**src/rtl/addsub_pkg.sv**
```systemverilog
// Shared types and default widths for the adder/subtractor operand sequencer.
package addsub_pkg;

    // Sequencer phases: collect A, collect B, latch adder output, offer result.
    typedef enum logic [1:0] {
        LOAD_A  = 2'd0,
        LOAD_B  = 2'd1,
        CAPTURE = 2'd2,
        HOLD    = 2'd3
    } seq_state_t;

    localparam int NBIT_DEFAULT = 10;
    localparam int CNTW_DEFAULT = 8;

endpackage

```
**src/rtl/addsub_operand_sequencer.sv**
```systemverilog
// Operand sequencer for the N-bit adder/subtractor: collects A and B from a
// single valid/ready operand stream, holds them (with the op select) stable
// for a sibling adder, registers the adder's result onto a valid/ready output
// and counts completed result handshakes.
module addsub_operand_sequencer
    import addsub_pkg::*;
#(
    parameter int NBIT = NBIT_DEFAULT,
    parameter int CNTW = CNTW_DEFAULT
) (
    input  logic            clk_i,
    input  logic            rst_i,
    input  logic [NBIT-1:0] data_i,
    input  logic            data_valid_i,
    output logic            data_ready_o,
    input  logic            sub_i,
    output logic [NBIT-1:0] firstByte_o,
    output logic [NBIT-1:0] secondByte_o,
    output logic            sub_o,
    input  logic [NBIT:0]   result_i,
    output logic [NBIT:0]   result_o,
    output logic            result_valid_o,
    input  logic            result_ready_i,
    output logic            busy_o,
    output logic [CNTW-1:0] op_count_o
);

    seq_state_t state;
    seq_state_t state_nxt;
    logic       beat_hs;
    logic       res_hs;

    assign beat_hs = data_valid_i & data_ready_o;
    assign res_hs  = result_valid_o & result_ready_i;

    // Next-state, input-ready and busy decode from the current phase.
    // Ready is forced low during reset so no beat is ever taken then.
    always_comb begin
        state_nxt    = state;
        data_ready_o = 1'b0;
        busy_o       = 1'b1;
        unique case (state)
            LOAD_A: begin
                data_ready_o = ~rst_i;
                busy_o       = 1'b0;
                if (data_valid_i && !rst_i) state_nxt = LOAD_B;
            end
            LOAD_B: begin
                data_ready_o = ~rst_i;
                if (data_valid_i && !rst_i) state_nxt = CAPTURE;
            end
            CAPTURE: begin
                state_nxt = HOLD;
            end
            HOLD: begin
                if (result_valid_o && result_ready_i) state_nxt = LOAD_A;
            end
            default: begin
                state_nxt = LOAD_A;
            end
        endcase
    end

    // Phase register, operand/op-select latches, result register and counter.
    // Operands persist after CAPTURE so the adder inputs stay stable in HOLD.
    always_ff @(posedge clk_i) begin
        if (rst_i) begin
            state          <= LOAD_A;
            firstByte_o    <= '0;
            secondByte_o   <= '0;
            sub_o          <= 1'b0;
            result_o       <= '0;
            result_valid_o <= 1'b0;
            op_count_o     <= '0;
        end else begin
            state <= state_nxt;
            unique case (state)
                LOAD_A: begin
                    if (beat_hs) begin
                        firstByte_o <= data_i;
                        sub_o       <= sub_i;
                    end
                end
                LOAD_B: begin
                    if (beat_hs) secondByte_o <= data_i;
                end
                CAPTURE: begin
                    result_o       <= result_i;
                    result_valid_o <= 1'b1;
                end
                HOLD: begin
                    if (res_hs) begin
                        result_valid_o <= 1'b0;
                        op_count_o     <= op_count_o + CNTW'(1);
                    end
                end
                default: begin
                    result_valid_o <= 1'b0;
                end
            endcase
        end
    end

endmodule

```
**config.mk**
```make
export PLATFORM = sky130hd
export DESIGN_NAME = addsub_operand_sequencer
export DESIGN_NICKNAME = d
export VERILOG_FILES = /design/src/rtl/addsub_pkg.sv /design/src/rtl/addsub_operand_sequencer.sv
export SDC_FILE = /design/constraint.sdc
export NUM_CORES = 1
export LEC_CHECK = 0
export BUFFER_PORTS_ARGS = -buffer_cell sky130_fd_sc_hd__buf_2
export CAP_MARGIN = 25
export CORE_AREA = 10 10 82 84
export DETAILED_ROUTE_END_ITERATION = 10
export DIE_AREA = 0 0 92 94
export PLACE_DENSITY_LB_ADDON = 0.12
export SYNTH_ARGS = -nofsm -noshare
export SYNTH_HDL_FRONTEND = slang
export SYNTH_SLANG_ARGS = --single-unit
```
**constraint.sdc**
```tcl
create_clock -name clk_i -period 2 [get_ports clk_i]
set_input_delay 0.1 -clock clk_i [delete_from_list [all_inputs] [get_ports clk_i]]
set_output_delay 0.1 -clock clk_i [all_outputs]
set_load 0.02 [all_outputs]
```
# [Yosys cells after proc, flatten, opt, wreduce, memory -nomap -nowiden]
# Index checks and enable logic that the tools add are counted.
[totals] out_inout_bits=43 rom_bits=0 latchBits=0 mem_count=0 ramBits=0 register_bits=43
[classes] n_reduce_logical=11 magnitude_cmp=0 muxes=8 n_bitwise=3 multipliers=0 n_div=0 n_addsub=1 shifts=0 n_eq_ne=7
[ops] op="$add 8x1->8 const B" count=1
[ops] op="$ne 2x2->1 const B" count=4
[ops] op="$pmux 2 s4" count=1
[ops] op="$reduce_and 2->1" count=4
[ops] op="$mux 2" count=3
[ops] op="$eq 2x2->1 const B" count=2
[ops] op="$mux 1" count=3
[ops] op="$reduce_and 3->1" count=1
[ops] op="$and 1x1->1" count=2
[ops] op="$eq 2x1->1 const B" count=1
[ops] op="$logic_and 1x1->1" count=2
[ops] op="$logic_not 2->1" count=1
[ops] op="$pmux 1 s2" count=1
[ops] op="$reduce_bool 2->1" count=1
[ops] op="$reduce_or 2->1" count=1
[ops] op="$logic_not 1->1" count=1
[ops] op="$not 1->1" count=1

# [Logic depth before layout (Yosys ltp)]
[depth] ltp_word=5 ltp_mapped=7 mapped_depth_nobuf=6

# [Worst setup path before layout]
# No wires, ideal clock.
[synth_timing] path_type="reg-to-reg" from="register state[1]" to="register firstByte_o[0]" slack_ns=0.568 setup_time_ns=0.128 arrival_time_ns=1.304 t_required_ns=1.872 synth_period_minus_slack_ns=1.432 stages_incl_launch_ff=8 path_cell_list="dfxtp_1 -> inv_1 -> ha_1 -> nor2_1 -> and3b_2 -> buf_12 -> mux2i_1 -> nor2_1"
[synth_between] elab_chain_len=5 word_cells_on_any_way=6 cone_classes="1 x eq/ne; 1 x mux; 1 x bitwise; 3 x reduce/logical"
[synth_rtl] item="start: declaration" line_no="addsub_operand_sequencer.sv:28" rtl="seq_state_t state;"
[synth_rtl] item="start signal: assignment" line_no="addsub_operand_sequencer.sv:76" rtl="state <= state_nxt;"
[synth_rtl] item="$eq 2x1->1 or $logic_not 2->1 (tied branches)" line_no="addsub_operand_sequencer.sv:42, addsub_operand_sequencer.sv:77"
[synth_rtl] item="$reduce_or 2->1 (no line)"
[synth_rtl] item="$mux 1"
[synth_rtl] item="$and 1x1->1" line_no="addsub_operand_sequencer.sv:33" rtl="assign beat_hs = data_valid_i & data_ready_o;"
[synth_rtl] item="$reduce_and 2->1 (no line) *"
[synth_rtl] item="end signal: assignment" line_no="addsub_operand_sequencer.sv:80" rtl="firstByte_o <= data_i;"
[synth_rtl] item="end: declaration" line_no="addsub_operand_sequencer.sv:17" rtl="output logic [NBIT-1:0] firstByte_o,"
# Every way passes the cells marked *; elsewhere a longest branch is shown, timed or not.
# A chain may end at the register's enable or synchronous reset.

# [Final worst setup path]
[layout_timing] from="register state[1]" to="register firstByte_o[9]"
# The elaborated chain is that of the path after synthesis.

==> flow_summary.json <==
{
  "status": "finished, violations left",
  "failed_checks": "negative hold slack",
  "core_area_mm2": 0.00507,
  "finalSetupViolations": 0,
  "cts_tree": "built",
  "avgSynthCellArea_um2": 9.56,
  "drcViolationCount": 0,
  "cts.root.buffer_cell": "clkbuf_8",
  "power.density_mw_per_mm2": 1130,
  "dp_hpwl_um": 3240,
  "power.total_mw": 2.58,
  "ys_seq_area_share_pct": 49.7,
  "hold_ws_ns": -0.00158,
  "crit_buf_inv": 1,
  "start_util_pct": 34.1,
  "setup_ws_ns": 0.382,
  "wl_per_cell_um": 13.1,
  "clk_latency_ns": 0.31,
  "tns_ns": 0,
  "hold_class": "primary input to flip-flop",
  "wl_um": 4280,
  "synth_nets": 213,
  "die_h_um": 94,
  "fillers": 530,
  "antenna_cells": 0,
  "routed-via-count": 1431,
  "tightest_slew_ns": 0.709,
  "post-place-ws_ns": 0.371,
  "crit_top_cell": "nor2_1",
  "area_growth_pct": 32.6,
  "rsz0062_at_grt": "false",
  "max_stage_delay_ns": 0.47,
  "cp.arrival_ns": 1.80,
  "hold_viol": 1,
  "clk_pin_slew_ns": 0.10,
  "final_util_pct": 45.2,
  "std_cell_rows": 26,
  "crit_chain": "inv_1, ha_1, nor2_1, and3b_2, mux2i_1, nor2_1",
  "cp-start-kind": "flip-flop",
  "drive_above_1_share_pct": 31.5,
  "leakagePower_nw": 1.11,
  "dr.first_iter.drc_count": 16,
  "die_width_um": 92,
  "dr.pass1.iters": 4,
  "cts_buffer_depth": 2,
  "yosys.cell_types.count": 26,
  "period_needed_ns": 1.62,
  "gp_congestion": 0.666,
  "grt-ovfl-total": 0,
  "clock_sinks": 43,
  "irDropWorstVdd_mv": 0.429,
  "path_delay_family": "simple AND/OR/NAND/NOR gates",
  "slowest_stage": "and3b_2",
  "nets": 288,
  "cts_buffers": 5,
  "antenna_found_initial": 0,
  "vias_per_cell": 4.38,
  "finClkSkew_ns": 0.0158,
  "max_clock_freq_mhz": 618,
  "crit_required_ns": 2.18,
  "grt_max_degree": 19,
  "syn_area_mm2": 0.00173,
  "relSlewSlack_pct": 52.7,
  "drv_cap": 0,
  "grt_pass1_vias": 1506,
  "grt_pass1_wl_um": 7180,
  "track_usage_pct": 10.1,
  "antenna_left": 0,
  "critical_path.max_fanout": 11,
  "synthCells": 181,
  "finalCritPeriodShare_pct": 80.9,
  "htreeDepth": 2,
  "endpoint_kind": "flip-flop",
  "place.port_buffers": 68,
  "die_area_mm2": 0.00865,
  "critPathKind": "flip-flop to flip-flop",
  "final_common_cell": "buf_2",
  "final_cell_mix": "68 x buf_2, 43 x dfxtp_1, 33 x nor2_1",
  "drv_slew": 0,
  "ys_seq_elements": 43,
  "pin_count": 69,
  "ys_warn_count": 0
}
## path summary, 6_finish.rpt
| check | startpoint | end | slack, ns | cells after the start |
|---|---|---|---|---|
| setup reg to reg | state[1] | firstByte_o[9] | 0.38 | 6 |
| setup / recovery | state[1] | firstByte_o[9] | 0.38 | 6 |
| hold reg to reg | secondByte_o[5] | secondByte_o[5] | 0.45 | 2 |
| hold / removal | data_i[4] | secondByte_o[4] | -0.002 | 3 |
## layer usage
layer  global-route usage [%]  share of wire [%]  vias up  routed length, µm
li1                         -                  -      741                  -
met1                     11.6                 46      639               1960
met2                     16.1                 45       44               1920
met3                     4.80                8.1        7                348
met4                     3.47                1.3        0                 57
met5                        0                  0        -                  0
## timing repair
action | 4_1_cts | 5_1_grt
gates resized for setup | 0 | 0
hold endpoints to repair | 7 | 0
setup buffers | 0 | 0
hold buffers | 7 | 0
## worst register-to-register path, cell delays in order (launching register included)
cell and delay (ns):
dfxtp_1 0.34, inv_1 0.11, ha_1 0.23, nor2_1 0.08, and3b_2 0.47, mux2i_1 0.23
nor2_1 0.05
## power breakdown
part / switching [mW] / internal [mW]
Clock: 0.324 / 0.376
Sequential: 0.0744 / 0.988
Combinational: 0.494 / 0.325
Total: 0.892 / 1.69
## state kept, by name, summed over array words and instances, names as in the netlist
register        cells
firstByte_o        10
result_valid_o      1
op_count_o          8
result_o           11
secondByte_o       10
sub_o               1
state               2
## Yosys cell counts
library cell | count | area [µm²]
a21oi_1 | 3 | 15.0
and2_1 | 1 | 6.26
and2b_1 | 1 | 7.51
and3b_2 | 1 | 10.0
buf_12 | 1 | 20.0
buf_2 | 2 | 10.0
buf_6 | 1 | 11.3
clkbuf_1 | 4 | 15.0
dfxtp_1 | 43 | 861
ha_1 | 6 | 75.1
inv_1 | 6 | 22.5
mux2i_1 | 24 | 240
nand2_1 | 26 | 97.6
nand3_1 | 11 | 55.1
nand3_4 | 1 | 17.5
nand4_1 | 2 | 12.5
nor2_1 | 33 | 124
nor2b_4 | 1 | 13.8
nor3_1 | 2 | 10.0
nor4_4 | 1 | 21.3
o21ai_0 | 2 | 10.0
o2bb2ai_1 | 1 | 8.76
o311a_1 | 1 | 10.0
or3_1 | 2 | 12.5
xnor2_1 | 4 | 35.0
xor2_1 | 1 | 8.76
## final cells by class
type / count / area (µm²) / share of cell area, %
Timing Repair Buffer: 76 / 418 / 18.2
Clock buffer: 5 / 68.8 / 3.00
Sequential cell: 43 / 861 / 37.5
Multi-Input combinational cell: 124 / 791 / 34.5
Inverter: 6 / 22.5 / 0.981
Clock inverter: 3 / 46.3 / 2.02
Tap cell: 70 / 87.6 / 3.82
## cells by family after synthesis
kind of cell	Yosys count	synth area share (%)
adder cells (fa/ha/maj)	6	4.34
XOR/XNOR	5	2.53
AO/OA/AOI/OAI	7	2.53
buffers and inverters	14	4.55
multiplexers	24	13.9
AND/OR/NAND/NOR	82	22.4
flip-flops	43	49.7
## metrics by stage
stage,hold WS (ns),cells,area [µm²]
after floorplan,0.199,181,1730
after global placement,0.311,312,2110
after detailed placement,0.310,312,2110
after CTS,0.00417,327,2290
after global routing,0.000966,327,2290
final,-0.00158,327,2290
(Power assumes the default switching activity.)
